==> src/rtl/mem_arbiter_pkg.sv <==
// Shared definitions for the two-master memory arbiter: default widths,
// arbiter state encoding and master index constants.
package mem_arbiter_pkg;

    localparam int unsigned DEF_WORD_SIZE = 16;
    localparam int unsigned DEF_ADDR_SIZE = 16;
    localparam int unsigned DEF_BURST_MAX = 8;

    // Master indices (CPU = 0, DMA/loader = 1)
    localparam logic M0_IDX = 1'b0;
    localparam logic M1_IDX = 1'b1;

    typedef enum logic [1:0] {
        ARB_IDLE = 2'd0,
        ARB_OWN0 = 2'd1,
        ARB_OWN1 = 2'd2
    } arb_state_e;

    // Ownership state for a master index
    function automatic arb_state_e own_state(input logic idx);
        return idx ? ARB_OWN1 : ARB_OWN0;
    endfunction

endpackage

==> src/rtl/arb_rr_pick.sv <==
// Combinational round-robin pick between two requesters.
// Ports:
//   req[1:0]     - request per master
//   last_served  - index of the master served most recently
//   owner_c      - chosen master index (meaningful when valid_c = 1)
//   valid_c      - at least one master requests
module arb_rr_pick
    import mem_arbiter_pkg::*;
(
    input  logic [1:0] req,
    input  logic       last_served,
    output logic       owner_c,
    output logic       valid_c
);

    // A lone requester wins; on contention the master not served last wins
    always_comb begin
        owner_c = M0_IDX;
        valid_c = |req;
        case (req)
            2'b01:   owner_c = M0_IDX;
            2'b10:   owner_c = M1_IDX;
            2'b11:   owner_c = ~last_served;
            default: owner_c = M0_IDX;
        endcase
    end

endmodule

==> src/rtl/mem_arbiter.sv <==
// Shares one synchronous memory port between master 0 (CPU) and master 1
// (DMA/loader) with round-robin arbitration and capped locked bursts.
// Ports:
//   clk, rst_n                 - clock, async active-low reset
//   mK_req/lock/write/addr/wdata - master K request (held until mK_gnt)
//   mK_gnt                     - beat accepted this cycle (from registered state)
//   mK_rvalid, mK_rdata        - read return, one cycle after a granted read
//   memory_addr/out/write      - memory bus, driven by the granted master
//   memory_in                  - memory read data, one cycle after the address
module mem_arbiter
    import mem_arbiter_pkg::*;
#(
    parameter int unsigned WORD_SIZE = DEF_WORD_SIZE,
    parameter int unsigned ADDR_SIZE = DEF_ADDR_SIZE,
    parameter int unsigned BURST_MAX = DEF_BURST_MAX   // legal range 2..255
) (
    input  logic                 clk,
    input  logic                 rst_n,

    input  logic                 m0_req,
    input  logic                 m0_lock,
    input  logic                 m0_write,
    input  logic [ADDR_SIZE-1:0] m0_addr,
    input  logic [WORD_SIZE-1:0] m0_wdata,
    output logic                 m0_gnt,
    output logic                 m0_rvalid,
    output logic [WORD_SIZE-1:0] m0_rdata,

    input  logic                 m1_req,
    input  logic                 m1_lock,
    input  logic                 m1_write,
    input  logic [ADDR_SIZE-1:0] m1_addr,
    input  logic [WORD_SIZE-1:0] m1_wdata,
    output logic                 m1_gnt,
    output logic                 m1_rvalid,
    output logic [WORD_SIZE-1:0] m1_rdata,

    output logic [ADDR_SIZE-1:0] memory_addr,
    output logic [WORD_SIZE-1:0] memory_out,
    output logic                 memory_write,
    input  logic [WORD_SIZE-1:0] memory_in
);

    localparam int unsigned CNT_W = (BURST_MAX > 1) ? $clog2(BURST_MAX) : 1;

    arb_state_e       state_q, state_d;
    logic [CNT_W-1:0] beat_cnt_q, beat_cnt_d;
    logic             last_served_q, last_served_d;
    logic             m0_rvalid_q, m0_rvalid_d;
    logic             m1_rvalid_q, m1_rvalid_d;

    logic             own_idx;
    logic             own_req;
    logic             own_lock;
    logic             pick_last;
    logic             pick_owner;
    logic             pick_valid;
    logic             last_beat;

    // Current owner's view of its request lines
    assign own_idx  = (state_q == ARB_OWN1);
    assign own_req  = own_idx ? m1_req  : m0_req;
    assign own_lock = own_idx ? m1_lock : m0_lock;
    assign last_beat = (beat_cnt_q == CNT_W'(BURST_MAX - 1));

    // While owning, the owner counts as last served so a waiting master wins
    // the hand-over; in IDLE the stored history decides.
    assign pick_last = (state_q == ARB_IDLE) ? last_served_q : own_idx;

    arb_rr_pick u_pick (
        .req         ({m1_req, m0_req}),
        .last_served (pick_last),
        .owner_c     (pick_owner),
        .valid_c     (pick_valid)
    );

    // Grants and memory bus follow the registered owner
    assign m0_gnt = (state_q == ARB_OWN0) && m0_req;
    assign m1_gnt = (state_q == ARB_OWN1) && m1_req;

    assign memory_addr  = m0_gnt ? m0_addr  : (m1_gnt ? m1_addr  : '0);
    assign memory_out   = m0_gnt ? m0_wdata : (m1_gnt ? m1_wdata : '0);
    assign memory_write = (m0_gnt && m0_write) || (m1_gnt && m1_write);

    // Read return: registered valid, data passed through from memory
    assign m0_rvalid = m0_rvalid_q;
    assign m1_rvalid = m1_rvalid_q;
    assign m0_rdata  = m0_rvalid_q ? memory_in : '0;
    assign m1_rdata  = m1_rvalid_q ? memory_in : '0;

    // Next-state: ownership, burst count and round-robin history
    always_comb begin
        state_d       = state_q;
        beat_cnt_d    = beat_cnt_q;
        last_served_d = last_served_q;
        m0_rvalid_d   = m0_gnt && !m0_write;
        m1_rvalid_d   = m1_gnt && !m1_write;

        case (state_q)
            ARB_IDLE: begin
                if (pick_valid) begin
                    state_d = own_state(pick_owner);
                end
            end
            ARB_OWN0, ARB_OWN1: begin
                if (own_req) begin
                    if (!own_lock || last_beat) begin
                        // Tenure ends; pick includes the owner itself, so a
                        // lone owner simply starts a new tenure.
                        beat_cnt_d    = '0;
                        last_served_d = own_idx;
                        state_d       = own_state(pick_owner);
                    end else begin
                        beat_cnt_d = beat_cnt_q + CNT_W'(1);
                    end
                end else begin
                    beat_cnt_d = '0;
                    state_d    = pick_valid ? own_state(pick_owner) : ARB_IDLE;
                end
            end
            default: begin
                state_d    = ARB_IDLE;
                beat_cnt_d = '0;
            end
        endcase
    end

    // State registers
    always_ff @(posedge clk or negedge rst_n) begin
        if (!rst_n) begin
            state_q       <= ARB_IDLE;
            beat_cnt_q    <= '0;
            last_served_q <= M1_IDX;
            m0_rvalid_q   <= 1'b0;
            m1_rvalid_q   <= 1'b0;
        end else begin
            state_q       <= state_d;
            beat_cnt_q    <= beat_cnt_d;
            last_served_q <= last_served_d;
            m0_rvalid_q   <= m0_rvalid_d;
            m1_rvalid_q   <= m1_rvalid_d;
        end
    end

endmodule
==> config.mk <==
export PLATFORM = sky130hd
export DESIGN_NAME = mem_arbiter
export DESIGN_NICKNAME = d
export VERILOG_FILES = /design/src/rtl/mem_arbiter_pkg.sv /design/src/rtl/arb_rr_pick.sv /design/src/rtl/mem_arbiter.sv
export SDC_FILE = /design/constraint.sdc
export NUM_CORES = 1
export LEC_CHECK = 0
export CORE_MARGIN = 3
export CORE_UTILIZATION = 22
export CTS_CLUSTER_SIZE = 10
export DETAILED_ROUTE_END_ITERATION = 12
export PLACE_DENSITY_LB_ADDON = 0.12
export SYNTH_ARGS = -nofsm -noshare
export SYNTH_HDL_FRONTEND = slang
export SYNTH_HIERARCHICAL = 1
export SYNTH_SLANG_ARGS = --single-unit
export TNS_END_PERCENT = 10
==> constraint.sdc <==
create_clock -name clk -period 1.9 [get_ports clk]
set_clock_uncertainty 0.05 [all_clocks]
set_input_delay 0.285 -clock clk [delete_from_list [all_inputs] [get_ports clk]]
set_output_delay 0.285 -clock clk [all_outputs]
set_load 0.01 [all_outputs]
# Word-level counts from Yosys, hierarchy flattened
# Index checks and enable logic that the tools add are counted.
[word_totals] elab_cells=49 reg_bits=8 in_bits=88 out_inout_bits=69
[op_classes] add_sub_neg=1 reduce_logical=16 n_eq_ne=7 bitwise=1 n_mux=19
[ops] op="16-bit two-way mux" count=6
[ops] op="2-bit two-way mux" count=5
[ops] op="2-bit equality test, second input constant" count=3
[ops] op="1-bit logical AND" count=6
[ops] op="3-bit two-way mux" count=2
[ops] op="3-bit one-hot mux with 2 select lines" count=1
[ops] op="2-bit one-hot mux with 2 select lines" count=1
[ops] op="2-bit OR reduction" count=2
[ops] op="3-bit by 1-bit adder with 3-bit output, second input constant" count=1
[ops] op="3-bit equality test, second input constant" count=1
[ops] op="1-bit logical NOT" count=3
[ops] op="1-bit two-way mux" count=3
[ops] op="3-bit != test, second input constant" count=1
[ops] op="3-bit AND reduction" count=1
[ops] op="2-bit by 1-bit equality test with 1-bit output, second input constant" count=1
[ops] op="2-bit logical NOT" count=1
[ops] op="1-bit logical OR" count=2
[ops] op="2-bit != test, second input constant" count=1
[ops] op="1-bit one-hot mux with 2 select lines" count=1
[ops] op="2-bit AND reduction" count=1
[ops] op="1-bit NOT" count=1

# Longest topological paths before layout
# Gate-level depths: netlist of the first run.
[depth] word_depth=8 mapped_depth=8 depth_no_buf=7

# Cells and area by module
# The synthesis of the first run kept the hierarchy.
[modules_own_cells] mod="mem_arbiter" instances=1 seq_area_each_um2=201.4 cells_each=127 area_per_inst_um2=1083.5
[modules_own_cells] mod="arb_rr_pick" instances=1 seq_area_each_um2=0.0 cells_each=2 area_per_inst_um2=13.8

# Worst setup path after synthesis of the first run
# No wires, ideal clock.
[synth_path] path_kind="register to register" from="reg state_q[0]" to="reg state_q[1]" path_slack_ns=0.072 arrival_ns=1.712 stages_incl_launch_ff=9 synth_period_minus_slack_ns=1.828 required_time_ns=1.783 n_path_buf=1 setup_ns=0.067 cell_sequence="dfrtp_1 > inv_1 > ha_1 > buf_2 > mux2_2 > a21boi_1 > inv_1 > a2111oi_0 > mux2_1"
[synth_via] elab_chain_cells=8 elab_cells_between_ends=20 cone_classes="4 x eq/ne; 10 x mux; 1 x bitwise; 5 x reduce/logical"
[synth_rtl] element="start: declaration" line="mem_arbiter.sv:46" text="arb_state_e state_q, state_d;"
[synth_rtl] element="start signal: assignment" line="mem_arbiter.sv:137" text="state_q <= state_d;"
[synth_rtl] element="2-bit equality test or 2-bit logical NOT (tied branches)" line="mem_arbiter.sv:61, mem_arbiter.sv:68"
[synth_rtl] element="1-bit two-way mux (*)" line="mem_arbiter.sv:68" text="assign pick_last = (state_q == ARB_IDLE) ? last_served_q : own_idx;"
[synth_rtl] element="net pick_last" line="mem_arbiter.sv:55" text="logic pick_last;"
[synth_rtl] element="1-bit NOT (*)" line="arb_rr_pick.sv:23" text="2'b11: owner_c = ~last_served;"
[synth_rtl] element="1-bit one-hot mux with 2 select lines (*)" line="arb_rr_pick.sv:20" text="case (req)"
[synth_rtl] element="net pick_owner" line="mem_arbiter.sv:56" text="logic pick_owner;"
[synth_rtl] element="2-bit two-way mux (*)" line="mem_arbiter_pkg.sv:21" text="return idx ? ARB_OWN1 : ARB_OWN0;"
[synth_rtl] element="2-bit two-way mux, on equally long branches" line="mem_arbiter.sv:118, mem_arbiter.sv:107"
[synth_rtl] element="2-bit two-way mux" line="mem_arbiter.sv:106" text="if (own_req) begin"
[synth_rtl] element="2-bit one-hot mux with 2 select lines (*)" line="mem_arbiter.sv:99" text="case (state_q)"
# The timed path passes the listed nets; every way through them passes the cells marked *. The select of a mux whose other input is x is not followed.
# A chain may end at the register's enable or synchronous reset.

# Worst setup path after layout of the first run
[layout_path] from="reg state_q[1]" to="out memory_out[11]"
[layout_via] elab_chain_cells=4 elab_cells_between_ends=6 cone_classes="2 x eq/ne; 2 x mux; 2 x reduce/logical"
[layout_rtl] element="2-bit equality test" line="mem_arbiter.sv:79" text="assign m1_gnt = (state_q == ARB_OWN1) && m1_req;"
[layout_rtl] element="1-bit logical AND" line="mem_arbiter.sv:79"
[layout_rtl] element="16-bit two-way mux" line="mem_arbiter.sv:82" text="assign memory_out = m0_gnt ? m0_wdata : (m1_gnt ? m1_wdata : '0);"
[layout_rtl] element="16-bit two-way mux (*)" line="mem_arbiter.sv:82"
[layout_rtl] element="end: declaration" line="mem_arbiter.sv:39" text="output logic [WORD_SIZE-1:0] memory_out,"
# Mark *: on every way between the ends. The rest lies on a longest branch, timed or not.

==> results of run 1 <==
-- area by class of cell --
class	instances	share of cell area
well taps	67	0.0289
repair buffers	176	0.571
inverters	5	0.00648
multi-input cells	106	0.307
flip-flops and latches	8	0.0704
clock buffers	4	0.0155
-- final timing paths --
path / startpoint / end / slack [ns] / depth (start not counted)
worst max register to register: state_q[1] / state_q[1] / -0.03 / 9
max in group asynchronous: rst_n / last_served_q / 1.21 / 1
worst min-delay path: rst_n / m0_rvalid / 0.28 / 1
worst min register to register: beat_cnt_q[2] / beat_cnt_q[2] / 0.44 / 2
worst max-delay path: state_q[1] / memory_out[11] / -0.10 / 8
min in group clk: beat_cnt_q[2] / beat_cnt_q[2] / 0.44 / 2
-- per-stage QoR --
step / total power (uW) / hold WS (ns) / instances
final: 2210 / 0.284 / 366
after global routing: 2370 / 0.305 / 366
after floorplan: 997 / -0.0606 / 129
after global placement: 1840 / 0.429 / 354
after detailed placement: 1850 / 0.435 / 354
after CTS: 2110 / 0.293 / 363
-- timing repair --
item                                    4_1_cts  5_1_grt
resized for setup                           151       20
pin swaps                                     4        7
cloned                                        2        0
endpoints found under the setup margin       37       51
setup buffers                                 3        4
-- metal layers --
metal,GRT usage,wire length [um],vias to the layer above
li1,-,-,810
met1,0.185,2030,716
met2,0.336,2700,108
met3,0.0626,623,13
met4,0.0580,142,0
met5,0,0,-
-- sequential cells by signal, summed over array words and instances (netlist names) --
| signal | cells |
|---|---|
| last_served_q | 1 |
| m0_rvalid | 1 |
| beat_cnt_q | 3 |
| state_q | 2 |
| m1_rvalid | 1 |
-- placed cells by master, fill, tap and decap left out, types with 3 or more instances in the layout --
cell / Yosys / routed
buf_2: 8 / 26
buf_6: 0 / 10
inv_1: 5 / 3
and2_1: 33 / 32
ha_1: 7 / 3
dfrtp_1: 7 / 5
nand2b_1: 4 / 4
buf_4: 0 / 14
clkdlybuf4s50_1: 0 / 121
nand2_1: 4 / 3
clkbuf_8: 0 / 3
a22o_1: 34 / 34
o21ai_0: 3 / 3
-- power breakdown --
group | switching, uW | internal (uW)
Sequential | 52.7 | 232
Combinational | 717 | 985
Clock | 76.2 | 146
Total | 846 | 1360
-- logic make-up after synthesis --
| family | after synthesis | synth area share |
|---|---|---|
| AOI/OAI and AO/OA | 42 | 0.331 |
| adders and majority gates | 7 | 0.0798 |
| buffers and inverters | 15 | 0.0604 |
| DFF | 8 | 0.184 |
| muxes | 6 | 0.0673 |
| and+or+nand+nor | 51 | 0.278 |
-- worst reg2reg max path: stages (launching register included) --
cell and delay, ns:
dfrtp_1 0.40, inv_2 0.09, buf_4 0.10, buf_4 0.09, ha_2 0.18, mux2_2 0.36, a21boi_2 0.16, inv_1 0.09
a2111oi_4 0.18, mux2_1 0.17
==> flow_summary.yaml, run 1 <==
clock_tree:
  cts.sinks: 8
  numCtsBuffers: 3
  ctsHoldBuffers: 0
  clk_pin_slew_ns: 0.05
  cts_tree: "done"
  clockRootBuffer: "clkbuf_8"
  clk_path_buf_depth: 2
  htree_num_levels: 1
  clock_latency_ns: 0.23
synthesis:
  netlist_instances: 129
  avgSynthCellArea_um2: 8.51
  synth_top_area_cell: "a22o_1"
  synth_most_common_cell: "a22o_1"
  synth.area.top_cells: "a22o_1, and2_1, dfrtp_1"
  ys_ff_latch: 8
  ys_warn_count: 6
  ys.flop_type: "dfrtp_1"
  seq_area_frac_synth: 0.184
  synth_edf_count: 0
  synth_top_cell_area_share: 0.271
  netlist_area_um2: 1100
  async_flop_share: 1.00
  yosysUniqueCellTypes: 26
  ys_top_cells_by_count: "a22o_1, and2_1, buf_2"
  syn_nets: 224
status:
  violations: "setup timing"
  status: "complete, but fails checks"
detailed_routing:
  num_vias: 1647
  drt-wirelength-per-cell_um: 15.0
  initialDrtViolationCount: 26
  drc: 0
  antenna_left: 0
  firstDrtPassIters: 4
  via_per_inst: 4.50
  drt-total-wl_mm: 5.50
place:
  gp_congestion: 0.775
  place_area_um2: 2810
  port_buffers: 156
  hpwl_mm: 4.37
  post-place-ws_ns: -0.434
sta:
  period_minus_slack_ns: 2.00
  hold_viol_final: 0
  max_slew_margin: 0.736
  rsz0062_at_grt: "yes"
  min_period_over_period: 1.05
  finalMaxSlewViolations: 0
  setup_ws_ns: -0.103
  max_freq_mhz: 499
  setup_viol: 31
  worst_pin_slew_ns: 0.385
  tns_ns: -2.60
grt:
  grt_max_degree: 19
  grt_pass1_vias: 1640
  grt_pass1_wl_mm: 8.42
  track_usage: 0.180
  gr-total-overflow: 0
  antenna_found_initial: 0
floorplanning:
  core_area_um2: 4790
  die_x_um: 76.6
  io_pins: 157
  rows: 25
  die_area_um2: 5870
  die_h_um: 76.6
  start_util: 0.229
power_and_ir_drop:
  power.density_nw_per_um2: 762
  vdd_drop_max_mv: 0.564
  leakagePower_uw: 0.00128
worst_setup_path:
  cp-start-kind: "flip-flop"
  crit_path_max_fanout: 8
  path_cells: "inv_2 -> ha_4 -> and2_4 -> nor2_4 -> buf_12 -> buf_8 -> a22o_1 -> buf_2"
  crit_arrival_ns: 1.67
  slowest_stage: "dfrtp_1"
  cp_data_required_time_ns: 1.56
  slowest_delay_ns: 0.40
  cp-end-kind: "output pin"
  cp.buffers_inverters: 4
  path_class: "reg2out"
  crit_family: "buffers and inverters"
layout:
  diodes: 0
  final_nets: 395
  drive_gt1_frac: 0.261
  final_util: 0.605
  multi_input_area_um2: 891
  area_delta_synth_final_pct: 164
  ff_latch_area_um2: 204
  fin_area_um2: 2900
  num-fill-cells: 443
hold_path:
  hold_class: "in2async"
flow_run:
  drv_cap: 0
No activity file was read; power rests on OpenSTA's default activity.
==> inputs of run 2 (changes only) <==
==> constraint.sdc (replaced) <==
create_clock -name clk -period 1.7 [get_ports clk]
set_clock_uncertainty 0.05 [all_clocks]
set_input_delay 0.255 -clock clk [delete_from_list [all_inputs] [get_ports clk]]
set_output_delay 0.255 -clock clk [all_outputs]
set_load 0.01 [all_outputs]
==> run 2 against run 1 <==
Compared with the run above:
- the run still ends with setup timing left
- flip-flop and latch count did not move
- sequential power increased by 12%
- sequential share of layout area is 0.47 points lower
==> flow_summary.yaml, run 2 (synthesis results as in run 1) <==
worst_setup_path:
  worstSetupEndpoint: "memory_addr[15]"
  slowest_stage: "dfrtp_1"
  r2r_start: "state_q[1]"
  cp_data_required_time_ns: 1.39
  cp-end-kind: "output pin"
  cp-start-kind: "flip-flop"
  crit_path_max_fanout: 12
  cp.buffers_inverters: 4
  path_class: "reg2out"
  slowest_delay_ns: 0.40
  r2r-end: "state_q[1]"
  reg2regPathDepth: 6
  crit_arrival_ns: 1.64
  reg2reg_slack_ns: -0.19
  crit_start: "state_q[1]"
  path_cells: "inv_2 -> ha_4 -> and2_4 -> nor2_4 -> buf_6 -> buf_12 -> a22o_1 -> buf_2"
  cp.depth: 8
  crit_family: "buffers and inverters"
sta:
  hold_viol_final: 0
  setup_viol: 37
  worst_pin_slew_ns: 0.374
  max_slew_margin: 0.745
  min_period_over_period: 1.14
  tns_ns: -7.90
  max_freq_mhz: 515
  setup_ws_ns: -0.241
  rsz0062_at_grt: "yes"
  period_minus_slack_ns: 1.94
  finalMaxSlewViolations: 0
place:
  post-place-ws_ns: -0.542
  hpwl_mm: 4.34
  place_area_um2: 2900
  gp_congestion: 0.744
  port_buffers: 156
floorplanning:
  start_util: 0.229
  io_pins: 157
  die_x_um: 76.6
  rows: 25
  die_h_um: 76.6
  core_area_um2: 4790
  die_area_um2: 5870
clock_tree:
  clk_pin_slew_ns: 0.04
  ctsHoldBuffers: 0
  clock_latency_ns: 0.23
  cts_tree: "done"
  htree_num_levels: 1
  cts.sinks: 8
  clockRootBuffer: "clkbuf_8"
  numCtsBuffers: 3
  clk_path_buf_depth: 2
detailed_routing:
  antenna_left: 0
  drc: 0
  drt-total-wl_mm: 5.29
  firstDrtPassIters: 2
  initialDrtViolationCount: 18
  via_per_inst: 4.35
  drt-wirelength-per-cell_um: 13.9
  num_vias: 1654
layout:
  largest_register_ffs: 3
  regMostFlops: "beat_cnt_q"
  layout_common_cells: "clkdlybuf4s50_1, a22o_1, and2_1, buf_2, dlymetal6s2s_1"
  drive_gt1_frac: 0.300
  final_util: 0.645
  fin_area_um2: 3090
  largest_registers: "beat_cnt_q (3), state_q (2)"
  diodes: 0
  layout_commonest_cell: "clkdlybuf4s50_1"
  area_delta_synth_final_pct: 181
  final_nets: 409
grt:
  gr-total-overflow: 0
  use_met1: 0.160
  grt_pass1_wl_mm: 8.24
  grt_pass1_vias: 1725
  met2_usage: 0.350
  antenna_found_initial: 0
  grt_max_degree: 18
  grtUsageMet3: 0.0556
  track_usage: 0.171
  top_usage_layer: "met2"
power_and_ir_drop:
  power.density_nw_per_um2: 854
  vdd_drop_max_mv: 0.504
  leakagePower_uw: 0.00178
flow_run:
  drv_cap: 0
status:
  status: "complete, but fails checks"
  violations: "setup timing"
hold_path:
  hold_class: "in2async"
-- run 2: changes by cell type in the layout (fill, tap and decap cells not counted), sizes merged --
cell,before,now
dlymetal6s2s,0,19
dlygate4sd2,1,13
clkdlybuf4s50,121,89
bufbuf,1,0
buf,53,69
-- run 2: final cells by class --
type | instances | area [um^2]
Tap cell | 67 | 83.8
Fill cell | 417 | 1700
Clock buffer | 4 | 45.0
Timing Repair Buffer | 190 | 1820
Multi-Input combinational cell | 106 | 912
Inverter | 5 | 21.3
Sequential cell | 8 | 203
-- run 2: per-stage QoR --
step           std cells  total power, uW  hold slack, ns
5_1_grt              380             2820           0.282
4_1_cts              379             2610           0.268
2_1_floorplan        129             1170         -0.0906
6_report             380             2640           0.256
3_3_place_gp         363             2150           0.424
3_5_place_dp         363             2160           0.444
-- run 2: worst min path at each step --
stage | slack [ns] | start | cells after the start | endpoint
3_3_place_gp | 0.42 | beat_cnt_q[2] | 2 | beat_cnt_q[2]
6_report | 0.26 | rst_n | 1 | m1_rvalid
4_1_cts | 0.27 | rst_n | 1 | m1_rvalid
5_1_grt | 0.28 | rst_n | 1 | m1_rvalid
2_1_floorplan | -0.09 | rst_n | 0 | beat_cnt_q[0]
3_5_place_dp | 0.44 | beat_cnt_q[1] | 2 | beat_cnt_q[1]
-- run 2: per-layer routing --
| layer | up-vias | wire [um] |
|---|---|---|
| met5 | - | 0 |
| met4 | 0 | 98 |
| met3 | 10 | 405 |
| met2 | 83 | 2980 |
| met1 | 719 | 1810 |
| li1 | 842 | - |
-- run 2: where the power goes --
| part | switching (uW) | leakage [uW] | total, uW | internal [uW] |
|---|---|---|---|---|
| sequential | 59.5 | 0.000104 | 318 | 259 |
| clock | 76.9 | 0.0000228 | 240 | 163 |
| combinational | 833 | 0.00165 | 2080 | 1250 |
| total | 970 | 0.00178 | 2640 | 1670 |
-- run 2: timing repair --
item | in CTS | in global routing
resized for setup | 184 | 29
cloned | 5 | 0
setup endpoints to repair | 53 | 60
buffers inserted | 7 | 1
pin swaps | 23 | 7
==> patch (config.mk and constraints of run 2) <==
The 3 states of `arb_state_e` get a one-hot encoding in 3 bits.
--- a/src/rtl/mem_arbiter_pkg.sv
+++ b/src/rtl/mem_arbiter_pkg.sv
@@ -10,10 +10,10 @@
     localparam logic M0_IDX = 1'b0;
     localparam logic M1_IDX = 1'b1;
 
-    typedef enum logic [1:0] {
-        ARB_IDLE = 2'd0,
-        ARB_OWN0 = 2'd1,
-        ARB_OWN1 = 2'd2
+    typedef enum logic [2:0] {
+        ARB_IDLE = 3'b001,
+        ARB_OWN0 = 3'b010,
+        ARB_OWN1 = 3'b100
     } arb_state_e;
 
     // Ownership state for a master index
Function: no difference found for any inputs over 10 cycles, from zero or initial values and one cycle with rst_n low; not proved beyond that.
==> patch against run 2 <==
The flow still finishes with violations (negative setup slack). Sequential cell count up 1. Final cell count decreased by 2.9%. Setup slack gained 36 ps. Synthesized area shrank 1.1%. Total power decreased by 21%. Critical path depth shrank 3. Cell area down 2.0%. Critical endpoint is now memory_out[5]. Routed wire length increased by 19%. Hold slack worse by 2.6 ps.
==> patch: results (changes against run 2) <==
Status
  – Outcome: finished, violations left
  – Failing checks: negative setup slack

Final layout
  – Biggest regs: beat_cnt_q (3), state_q (3)
  – Fillcell total: 426 (+2.2%)

Drt
  – Initial drt markers: 68 (+50)
  – Routed len/inst: 17.1 µm (+23%)
  – Via count: 1,657 (+0.18%)
  – Metal3 WL: 413 µm (+2.0%)
  – DR pass1 iterations: 4 (+2)

Timing
  – Final setup fails: 36 (-2.7%)
  – Final WS setup: -205 ps (+35.9 ps)

GRT
  – Global Route Usage Sum: 20.6% (+3.5 points)
  – Largest net degree at the start of global routing: 20 (+2)
  – Number of global-route vias before repair: 1,574 (-8.8%)
  – First-pass GRT wire length: 9430 µm (+14%)

Placement
  – GP Congestion: 0.776 (+4.4%)
  – Place WS: -522 ps (+19.9 ps)

Logic synthesis
  – Commonest cells post-synth: 35 x a22o_1, 32 x and2_1, 7 x dfrtp_1, 5 x nor2b_1
  – Synthesized Nets: 215 (-4.0%)
  – Unique masters post-synth: 32 (+23%)
  – Top post-synthesis cells by area: a22o_1 28%, and2_1 18%, dfrtp_1 16%

Power
  – Lkg Pwr: 1.60 nW (-10%)

Critical path
  – CP Max Fanout: 5 (-7)
  – Critical path's slowest cell: dfstp_2
  – CP top delay family: flip-flops
  – Crit-path max cell delay: 530 ps (+130 ps)
[patch: cell count changes after synthesis, sizes merged, moves of 2 or more]
cell / delta
a2111oi: -2
o21ai: -2
nand2b: -3
nor2b: +3
mux2: -4
inv: -3
a21oi: +5
nor3b: +3
o21a: +3
nand2: -2
ha: -5
[patch: final timing paths]
check	to	slack [ps]	cells after the start	from
max	memory_out[5]	-210	5	state_q[0]$_DFFE_PN1P_
min reg2reg	beat_cnt_q[1]$_DFFE_PN0P_	460	1	beat_cnt_q[1]$_DFFE_PN0P_
max reg2reg	beat_cnt_q[0]$_DFFE_PN0P_	-30	7	state_q[0]$_DFFE_PN1P_
min	state_q[1]$_DFFE_PN0P_	250	1	rst_n
min in group clk	beat_cnt_q[1]$_DFFE_PN0P_	460	1	beat_cnt_q[1]$_DFFE_PN0P_
max in group asynchronous	last_served_q$_DFFE_PN1P_	1040	1	rst_n
[patch: cells by family after synthesis]
logic type,Yosys count,share of synthesized area [%]
muxes,2,1.96
xor gates and xnor gates,1,0.808
AOI/OAI and AO/OA,48,36.4
DFF,9,21.0
and+or+nand+nor,50,29.2
buffers and inverters,13,8.30
adders and majority gates,2,2.31
[patch: report_power, final]
| group | internal [mW] | switching [mW] | total, mW |
|---|---|---|---|
| clock network | 0.164 | 0.0880 | 0.252 |
| registers | 0.291 | 0.0526 | 0.344 |
| logic | 0.909 | 0.568 | 1.48 |
| total | 1.36 | 0.709 | 2.07 |
[patch: worst register-to-register path: stages (launching register included)]
cell and delay [ps]:
dfstp_2 530, and4bb_4 210, buf_12 140, buf_16 130
buf_4 150, inv_4 60, a21oi_2 60, mux2_2 280
[patch: area by class of cell]
type                       count  area [µm²]  area share [%]
timing repair buffer         186        1880            62.0
clock buffer                   4        45.0            1.49
tap                           65        81.3            2.69
multi-input combinational    103         781            25.8
sequential                     9         229            7.57
inverter                       2        12.5           0.414
[patch: layer usage]
metal,up-vias,GRT usage (%)
li1,833,-
met1,742,24.9
met2,72,36.9
met3,10,3.78
met4,0,6.16
met5,-,0
[patch: through the flow]
stage | area, µm² | std cells | util, % | setup TNS [ps]
detailed placement | 2830 | 352 | 61.9 | -16770
CTS | 2940 | 368 | 64.4 | -9580
floorplan | 1080 | 125 | - | 0
finish | 3020 | 369 | 66.3 | -6330
global route | 3020 | 369 | 66.3 | -7610
global placement | 2830 | 352 | 61.9 | -16580
[patch: repair_timing]
| action | 4_1_cts | 5_1_grt |
|---|---|---|
| gates resized for setup | 182 | 19 |
| endpoints found under the setup margin | 65 | 47 |
| endpoints found under the hold margin | 0 | 0 |
| pin swaps | 35 | 1 |
| cloned | 6 | 0 |
| setup buffers | 6 | 1 |
